`src/rtl/lsu_pkg.sv`:
```
// Shared types for the load/store unit: FSM state encoding, funct3 access codes,
// and the funct3 legality check used at request accept.
package lsu_pkg;

  typedef enum logic [1:0] {
    IDLE = 2'd0,
    REQ  = 2'd1,
    WAIT = 2'd2,
    RESP = 2'd3
  } lsu_state_e;

  localparam logic [2:0] F3_B  = 3'd0;
  localparam logic [2:0] F3_H  = 3'd1;
  localparam logic [2:0] F3_W  = 3'd2;
  localparam logic [2:0] F3_BU = 3'd4;
  localparam logic [2:0] F3_HU = 3'd5;

  // Stores only have signed-size encodings; loads additionally accept BU/HU.
  function automatic logic f3_illegal(input logic is_store, input logic [2:0] f3);
    logic bad;
    if (is_store) bad = (f3 != F3_B) && (f3 != F3_H) && (f3 != F3_W);
    else          bad = (f3 != F3_B) && (f3 != F3_H) && (f3 != F3_W) &&
                        (f3 != F3_BU) && (f3 != F3_HU);
    return bad;
  endfunction

endpackage

```
`src/rtl/lsu_lane_align.sv`:
```
// Byte-lane steering for one access: byte enables, replicated store data,
// right-aligned and extended load data, and the size/offset misalignment flag.
module lsu_lane_align
  import lsu_pkg::*;
(
  input  logic [2:0]  funct3,
  input  logic [1:0]  ea_lo,
  input  logic [31:0] op1,
  input  logic [31:0] mem_rdata,
  output logic [3:0]  be,
  output logic [31:0] wdata,
  output logic [31:0] load_data,
  output logic        misalign
);

  logic [31:0] shifted;

  always_comb begin
    be        = '0;
    wdata     = '0;
    misalign  = 1'b0;
    load_data = '0;
    shifted   = mem_rdata >> {ea_lo, 3'b000};
    case (funct3)
      F3_B, F3_BU: begin
        be    = 4'b0001 << ea_lo;
        wdata = {4{op1[7:0]}};
      end
      F3_H, F3_HU: begin
        be       = 4'b0011 << ea_lo;
        wdata    = {2{op1[15:0]}};
        misalign = ea_lo[0];
      end
      F3_W: begin
        be       = 4'b1111;
        wdata    = op1;
        misalign = |ea_lo;
      end
      default: ;
    endcase
    case (funct3)
      F3_B:    load_data = {{24{shifted[7]}}, shifted[7:0]};
      F3_H:    load_data = {{16{shifted[15]}}, shifted[15:0]};
      F3_W:    load_data = shifted;
      F3_BU:   load_data = {24'd0, shifted[7:0]};
      F3_HU:   load_data = {16'd0, shifted[15:0]};
      default: load_data = '0;
    endcase
  end

endmodule

```
`src/rtl/lsu_controller.sv`:
```
// Single-outstanding load/store sequencer between execute and a req/gnt/rvalid memory port.
// Optional REQ/WAIT bus timeout is compiled in with LSU_TIMEOUT_EN.
//
//   state | meaning
//   IDLE  | ready for a request; latches operands and effective address
//   REQ   | mem_req held with stable address/controls until mem_gnt
//   WAIT  | granted; waiting for mem_rvalid (read data or write ack)
//   RESP  | resp_valid held with stable data/flags until resp_ready
module lsu_controller
   import lsu_pkg::*;
#(
   parameter int unsigned TIMEOUT_CYCLES = 255
)
(
   input  logic        clk,
   input  logic        rst_n,
   input  logic        req_valid,
   output logic        req_ready,
   input  logic        req_is_store,
   input  logic [2:0]  funct3,
   input  logic [11:0] imm,
   input  logic [31:0] op0,
   input  logic [31:0] op1,
   input  logic [4:0]  rd_in,
   output logic        resp_valid,
   input  logic        resp_ready,
   output logic [31:0] resp_rdata,
   output logic [4:0]  resp_rd,
   output logic        resp_err_align,
   output logic        resp_err_bus,
   output logic        mem_req,
   output logic        mem_we,
   output logic [31:0] mem_addr,
   output logic [3:0]  mem_be,
   output logic [31:0] mem_wdata,
   input  logic        mem_gnt,
   input  logic        mem_rvalid,
   input  logic [31:0] mem_rdata,
   input  logic        mem_err
);

   lsu_state_e  state, state_d;
   logic [31:0] ea_new, ea_q, op1_q, rdata_q;
   logic [2:0]  f3_q, la_f3;
   logic [1:0]  la_ea;
   logic [4:0]  rd_q;
   logic        is_store_q, err_align_q, err_bus_q;
   logic        accept, req_bad, tmo_hit;
   logic [3:0]  la_be;
   logic [31:0] la_wdata, la_load;
   logic        la_misalign;

   assign ea_new = op0 + {{20{imm[11]}}, imm};
   assign accept = (state == IDLE) && req_valid;

   // In IDLE the aligner judges the incoming request; afterwards it serves the latched one.
   assign la_f3 = (state == IDLE) ? funct3 : f3_q;
   assign la_ea = (state == IDLE) ? ea_new[1:0] : ea_q[1:0];

   lsu_lane_align u_align (
      .funct3    (la_f3),
      .ea_lo     (la_ea),
      .op1       (op1_q),
      .mem_rdata (mem_rdata),
      .be        (la_be),
      .wdata     (la_wdata),
      .load_data (la_load),
      .misalign  (la_misalign)
   );

   assign req_bad = f3_illegal(req_is_store, funct3) | la_misalign;

`ifdef LSU_TIMEOUT_EN
   localparam int unsigned CNT_W =
      ($clog2(TIMEOUT_CYCLES + 1) > 8) ? $clog2(TIMEOUT_CYCLES + 1) : 8;
   localparam logic [CNT_W-1:0] TMO_LOAD = CNT_W'(TIMEOUT_CYCLES - 1);
   logic [CNT_W-1:0] tmo_cnt;

   // Down-counter loaded at accept; terminal count after TIMEOUT_CYCLES cycles in REQ/WAIT.
   always_ff @(posedge clk or negedge rst_n) begin
      if (!rst_n)                                                  tmo_cnt <= '0;
      else if (accept)                                             tmo_cnt <= TMO_LOAD;
      else if ((state == REQ || state == WAIT) && tmo_cnt != '0)   tmo_cnt <= tmo_cnt - 1'b1;
   end

   assign tmo_hit = (state == REQ || state == WAIT) && (tmo_cnt == '0);
`else
   assign tmo_hit = 1'b0;
`endif

   always_ff @(posedge clk or negedge rst_n) begin
      if (!rst_n) state <= IDLE;
      else        state <= state_d;
   end

   always_comb begin
      state_d    = state;
      req_ready  = 1'b0;
      mem_req    = 1'b0;
      resp_valid = 1'b0;
      case (state)
         IDLE: begin
            req_ready = 1'b1;
            if (req_valid) state_d = req_bad ? RESP : REQ;
         end
         REQ: begin
            mem_req = 1'b1;
            if (tmo_hit)      state_d = RESP;
            else if (mem_gnt) state_d = WAIT;
         end
         WAIT: begin
            if (mem_rvalid || tmo_hit) state_d = RESP;
         end
         RESP: begin
            resp_valid = 1'b1;
            if (resp_ready) state_d = IDLE;
         end
         default: state_d = IDLE;
      endcase
   end

   always_ff @(posedge clk or negedge rst_n) begin
      if (!rst_n) begin
         is_store_q  <= 1'b0;
         f3_q        <= '0;
         ea_q        <= '0;
         op1_q       <= '0;
         rd_q        <= '0;
         rdata_q     <= '0;
         err_align_q <= 1'b0;
         err_bus_q   <= 1'b0;
      end else begin
         case (state)
            IDLE: if (req_valid) begin
               is_store_q  <= req_is_store;
               f3_q        <= funct3;
               ea_q        <= ea_new;
               op1_q       <= op1;
               rd_q        <= rd_in;
               rdata_q     <= '0;
               err_align_q <= req_bad;
               err_bus_q   <= 1'b0;
            end
            REQ: if (tmo_hit) err_bus_q <= 1'b1;
            WAIT: begin
               if (mem_rvalid) begin
                  err_bus_q <= mem_err;
                  rdata_q   <= (is_store_q || mem_err) ? '0 : la_load;
               end else if (tmo_hit) begin
                  err_bus_q <= 1'b1;
               end
            end
            default: ;
         endcase
      end
   end

   assign mem_we    = mem_req & is_store_q;
   assign mem_addr  = mem_req ? {ea_q[31:2], 2'b00} : '0;
   assign mem_be    = mem_req ? la_be : '0;
   assign mem_wdata = mem_req ? la_wdata : '0;

   assign resp_rdata     = rdata_q;
   assign resp_rd        = rd_q;
   assign resp_err_align = err_align_q;
   assign resp_err_bus   = err_bus_q;

endmodule
```
`config.mk`:
```
export PLATFORM = sky130hd
export DESIGN_NAME = lsu_controller
export DESIGN_NICKNAME = d
export VERILOG_FILES = /design/src/rtl/lsu_pkg.sv /design/src/rtl/lsu_lane_align.sv /design/src/rtl/lsu_controller.sv
export SDC_FILE = /design/constraint.sdc
export NUM_CORES = 1
export LEC_CHECK = 0
export ABC_AREA = 0
export CORE_ASPECT_RATIO = 0.6
export CORE_MARGIN = 3
export CORE_UTILIZATION = 49
export CTS_CLUSTER_SIZE = 8
export DETAILED_ROUTE_END_ITERATION = 7
export PLACE_DENSITY = 0.87
export SYNTH_ARGS = -nofsm -noshare
export SYNTH_HDL_FRONTEND = slang
export SYNTH_HIERARCHICAL = 1
export SYNTH_SLANG_ARGS = --single-unit
```
`constraint.sdc`:
```
create_clock -name clk -period 3.15 [get_ports clk]
set_input_delay 0.63 -clock clk [delete_from_list [all_inputs] [get_ports clk]]
set_output_delay 0.63 -clock clk [all_outputs]
set_load 0.05 [all_outputs]
```
==> summary.md <==
### Status
• finished clean — result of the run

### Global route
• 30.35% — global router's overall resource usage
• 46.35% — met2 Usage GRT
• 8275 — number of global-route vias before repair
• 0 — global route overflow
• 7.108% — global routing met3 resource utilization
• 43970 um — global-route wire length before repair
• met2 — GRT busiest layer
• 0 — number of antenna violations at the first check in global routing
• 44.55% — global routing usage on met1
• 67 — largest net degree at the start of global routing

### Route
• 27760 um — routed wire length
• 0 — number of nets with antenna violations after detailed routing
• 8666 — overall via count from detail_route
• 18.46 um — wire length per cell
• 5.762 — vias per cell
• 840 — number of design-rule violations left by the first detailed-router iteration
• 0 — Post-route DRC
• 5 — number of optimization iterations in the first detailed-route pass

### Power and ir drop
• 0.01101 W — overall power after layout
• 0.005593 W — internal power component
• 49.20% — Sw Share
• 5.491 nW — cell leakage power
• 912.9 mW/mm2 — cell area power density
• 485.9 uV — worst IR drop on VDD
• 21.1% — sequential share of power
• 68.3% — share of power burned in combinational logic
• 10.6% — share of power burned in the clock network
• 0.005416 W — net switching power

### Synth
• 100.0% — fraction of registers with async set/reset
• 34.31% — fraction of synthesized cell area taken by the top area cell type
• sky130_fd_sc_hd__dfrtp_1 34%, sky130_fd_sc_hd__nand2_1 13%, sky130_fd_sc_hd__and2_1 6.1% — leading cell types by total area after synthesis
• 0.007949 mm2 — Post-Synthesis Cell Area
• 7.989 um2 — average cell area after synthesis
• 0 — Post-synth EDFFs
• 109 — number of flip-flops and latches in the synthesized netlist
• sky130_fd_sc_hd__dfrtp_1 — Most used DFF post-synth
• sky130_fd_sc_hd__dfrtp_1 — largest area contributor in the netlist
• 34.31% — Seq/Total Area, Yosys
• 995 — count of mapped cells out of synthesis
• 273 x sky130_fd_sc_hd__nand2_1, 109 x sky130_fd_sc_hd__dfrtp_1, 77 x sky130_fd_sc_hd__and2_1 — most frequent cells after synthesis
• 6 — Yosys Warn Count
• sky130_fd_sc_hd__nand2_1 — most repeated cell in the gate-level netlist after synthesis
• 76 — number of distinct library cells after synthesis

### Placement
• 232 — buffers added on ports
• 21340 um — half-perimeter wire length after detailed placement
• 0.9597 — final weighted congestion in routability-driven placement

### Critical path
• in2out — critical setup path kind
• 2.52 ns — Critical Path RT
• 11 — Worst R2R Path Depth
• 2.52 ns — data arrival time of the critical path
• 0.42 ns — minimum setup slack among reg-to-reg paths
• state[1] — startpoint of the worst-slack reg-to-reg timing path
• primary output — endpoint type of the worst setup path
• resp_rdata[18] — capture instance of the worst register-to-register path
• 4 — critical path fanouts, max
• input port — CP Launch Type

### Final layout
• 51.72% — post-synthesis to final-layout area growth
• 0 — ANT cells
• 1094 — number of inserted filler cells in the final layout
• 77.36% — Layout Utilization
• 1456 — Final nets
• 21.75% — share of final-layout standard cells stronger than drive strength 1

### Floorplan
• 235 — IO Count
• 104.7 um — y dimension of the die
• 0.01784 mm2 — area of the die
• 50.99% — Initial Util
• 170.4 um — Die Wd
• 0.01559 mm2 — core area
• 35 — floorplan row count

### Run
• 0 — count of max-cap constraint violations

### STA
• 0.9331 ns — Least-Margin Pin Slew
• 37.79% — Max-Slew Margin vs Limit
• true — unrepaired setup endpoints after global routing
• 0 — final setup violating endpoints
• 317.8 MHz — fmax
• 3.147 ns — final period demand of the worst path
• 99.89% — final critical-path share of the clock period
• 0.3966 ns — Final Hold Slack
• 0 — max-slew violation total from the final report
• 0.01288 ns — worst clock skew
• 0 — final count of hold timing violations

### Clock tree
• sky130_fd_sc_hd__clkbuf_16 — Clk Tree Root Cell
• 2 — maximum count of clock buffers along a single path
• 9 — number of buffers inserted during clock tree synthesis
• 0.08 ns — clock-pin slew on the worst setup and hold paths
• 0.34 ns — worst skew pair latency
• 0 — count of hold buffers inserted by post-cts repair
• 3 — H-tree levels
• 109 — count of clock tree sinks
• done — clock tree from TritonCTS

### Min path
• in2async — worst hold-check path type

==> cells by family (layout without fill, tap and decap cells) <==
logic type / after synthesis / after routing / synth area share [%]
compound gates: 289 / 289 / 23.88
xor+xnor: 14 / 14 / 1.543
fa+ha+maj: 36 / 36 / 5.761
buf+inv: 80 / 385 / 5.305
flops: 109 / 109 / 34.31
mux: 23 / 23 / 3.148
other cells: 1 / 2 / 0.04718
simple gates: 443 / 443 / 26.00
==> cells in the final DEF (no fill, tap or decap), types with 17 or more instances in the layout <==
| master | Yosys | routed |
|---|---|---|
| sky130_fd_sc_hd__nand2_1 | 273 | 272 |
| sky130_fd_sc_hd__clkdlybuf4s50_1 | 0 | 159 |
| sky130_fd_sc_hd__buf_4 | 6 | 134 |
| sky130_fd_sc_hd__dfrtp_1 | 109 | 109 |
| sky130_fd_sc_hd__o21ai_0 | 66 | 65 |
| sky130_fd_sc_hd__and2_1 | 77 | 57 |
| sky130_fd_sc_hd__buf_12 | 0 | 56 |
| sky130_fd_sc_hd__a21oi_1 | 57 | 55 |
| sky130_fd_sc_hd__o21ai_1 | 39 | 38 |
| sky130_fd_sc_hd__ha_1 | 35 | 32 |
| sky130_fd_sc_hd__a21o_1 | 25 | 25 |
| sky130_fd_sc_hd__nor2_1 | 21 | 21 |
| sky130_fd_sc_hd__a211oi_1 | 17 | 17 |
==> metrics by stage <==
| step | setup slack, ns | instance area, um2 | instances | setup TNS [ns] |
|---|---|---|---|---|
| final | 0.003438 | 12060 | 1504 | 0 |
| after floorplan | 0.02337 | 7983 | 996 | 0 |
| after global routing | -0.03243 | 12060 | 1504 | -0.1599 |
| after global placement | -0.4066 | 11640 | 1485 | -11.54 |
| after CTS | 0.009966 | 12000 | 1502 | 0 |
| after detailed placement | -0.5575 | 11640 | 1485 | -15.28 |
==> power by group through the flow <==
stage	Combinational, W	Clock, W	Sequential, W
3_3_place_gp	0.00702	0	0.00230
3_5_place_dp	0.00721	0	0.00234
6_report	0.00752	0.00117	0.00232
4_1_cts	0.00732	0.00120	0.00232
2_1_floorplan	0.00407	0	0.00274
5_1_grt	0.00799	0.00126	0.00239
==> layer usage <==
metal / routed length, um / up-vias
met5: 0 / -
met4: 389 / 0
met3: 2750 / 37
met2: 12350 / 450
met1: 12270 / 4130
li1: - / 4049
==> area by class of cell <==
class	count	area (um2)	area share [%]
multi-input combinational	807	4947	41.02
timing repair buffer	355	3777	31.32
sequential	109	2728	22.62
tap	203	254.0	2.106
clock buffer	10	239.0	1.982
clock inverter	6	62.56	0.5187
inverter	14	52.55	0.4357
==> what timing repair did <==
item / in CTS / in global routing
endpoints found under the setup margin: 49 / 50
pin swaps: 5 / 2
buffers inserted: 1 / 3
resized for setup: 21 / 15
==> registers in the layout, indices dropped and copies added (netlist names) <==
signal          cells
op1_q              32
resp_err_bus        1
state               2
ea_q               32
resp_rd             5
resp_err_align      1
is_store_q          1
resp_rdata         32
f3_q                3
==> critical path, cell delays in order <==
cell and delay [ns]:
sky130_fd_sc_hd__dlygate4sd2_1 0.23, sky130_fd_sc_hd__ha_2 0.19, sky130_fd_sc_hd__fa_2 0.47, sky130_fd_sc_hd__mux2_4 0.32, sky130_fd_sc_hd__nor2b_4 0.15, sky130_fd_sc_hd__a21oi_2 0.13
sky130_fd_sc_hd__o21ai_1 0.08, sky130_fd_sc_hd__and2_4 0.17, sky130_fd_sc_hd__buf_12 0.14
==> how the worst max path moves through the flow <==
| stage | from | endpoint | slack [ns] | depth (start not counted) |
|---|---|---|---|---|
| global placement | imm[0] | resp_rdata[26] | -0.41 | 11 |
| detailed placement | imm[0] | resp_rdata[18] | -0.56 | 11 |
| CTS | op0[0] | mem_be[2] | 0.01 | 9 |
| floorplan | state[0] | mem_wdata[16] | 0.02 | 11 |
| finish | op0[0] | mem_be[2] | 0.003 | 9 |
| global route | state[0] | mem_wdata[14] | -0.03 | 10 |
(Power assumes the default switching activity.)
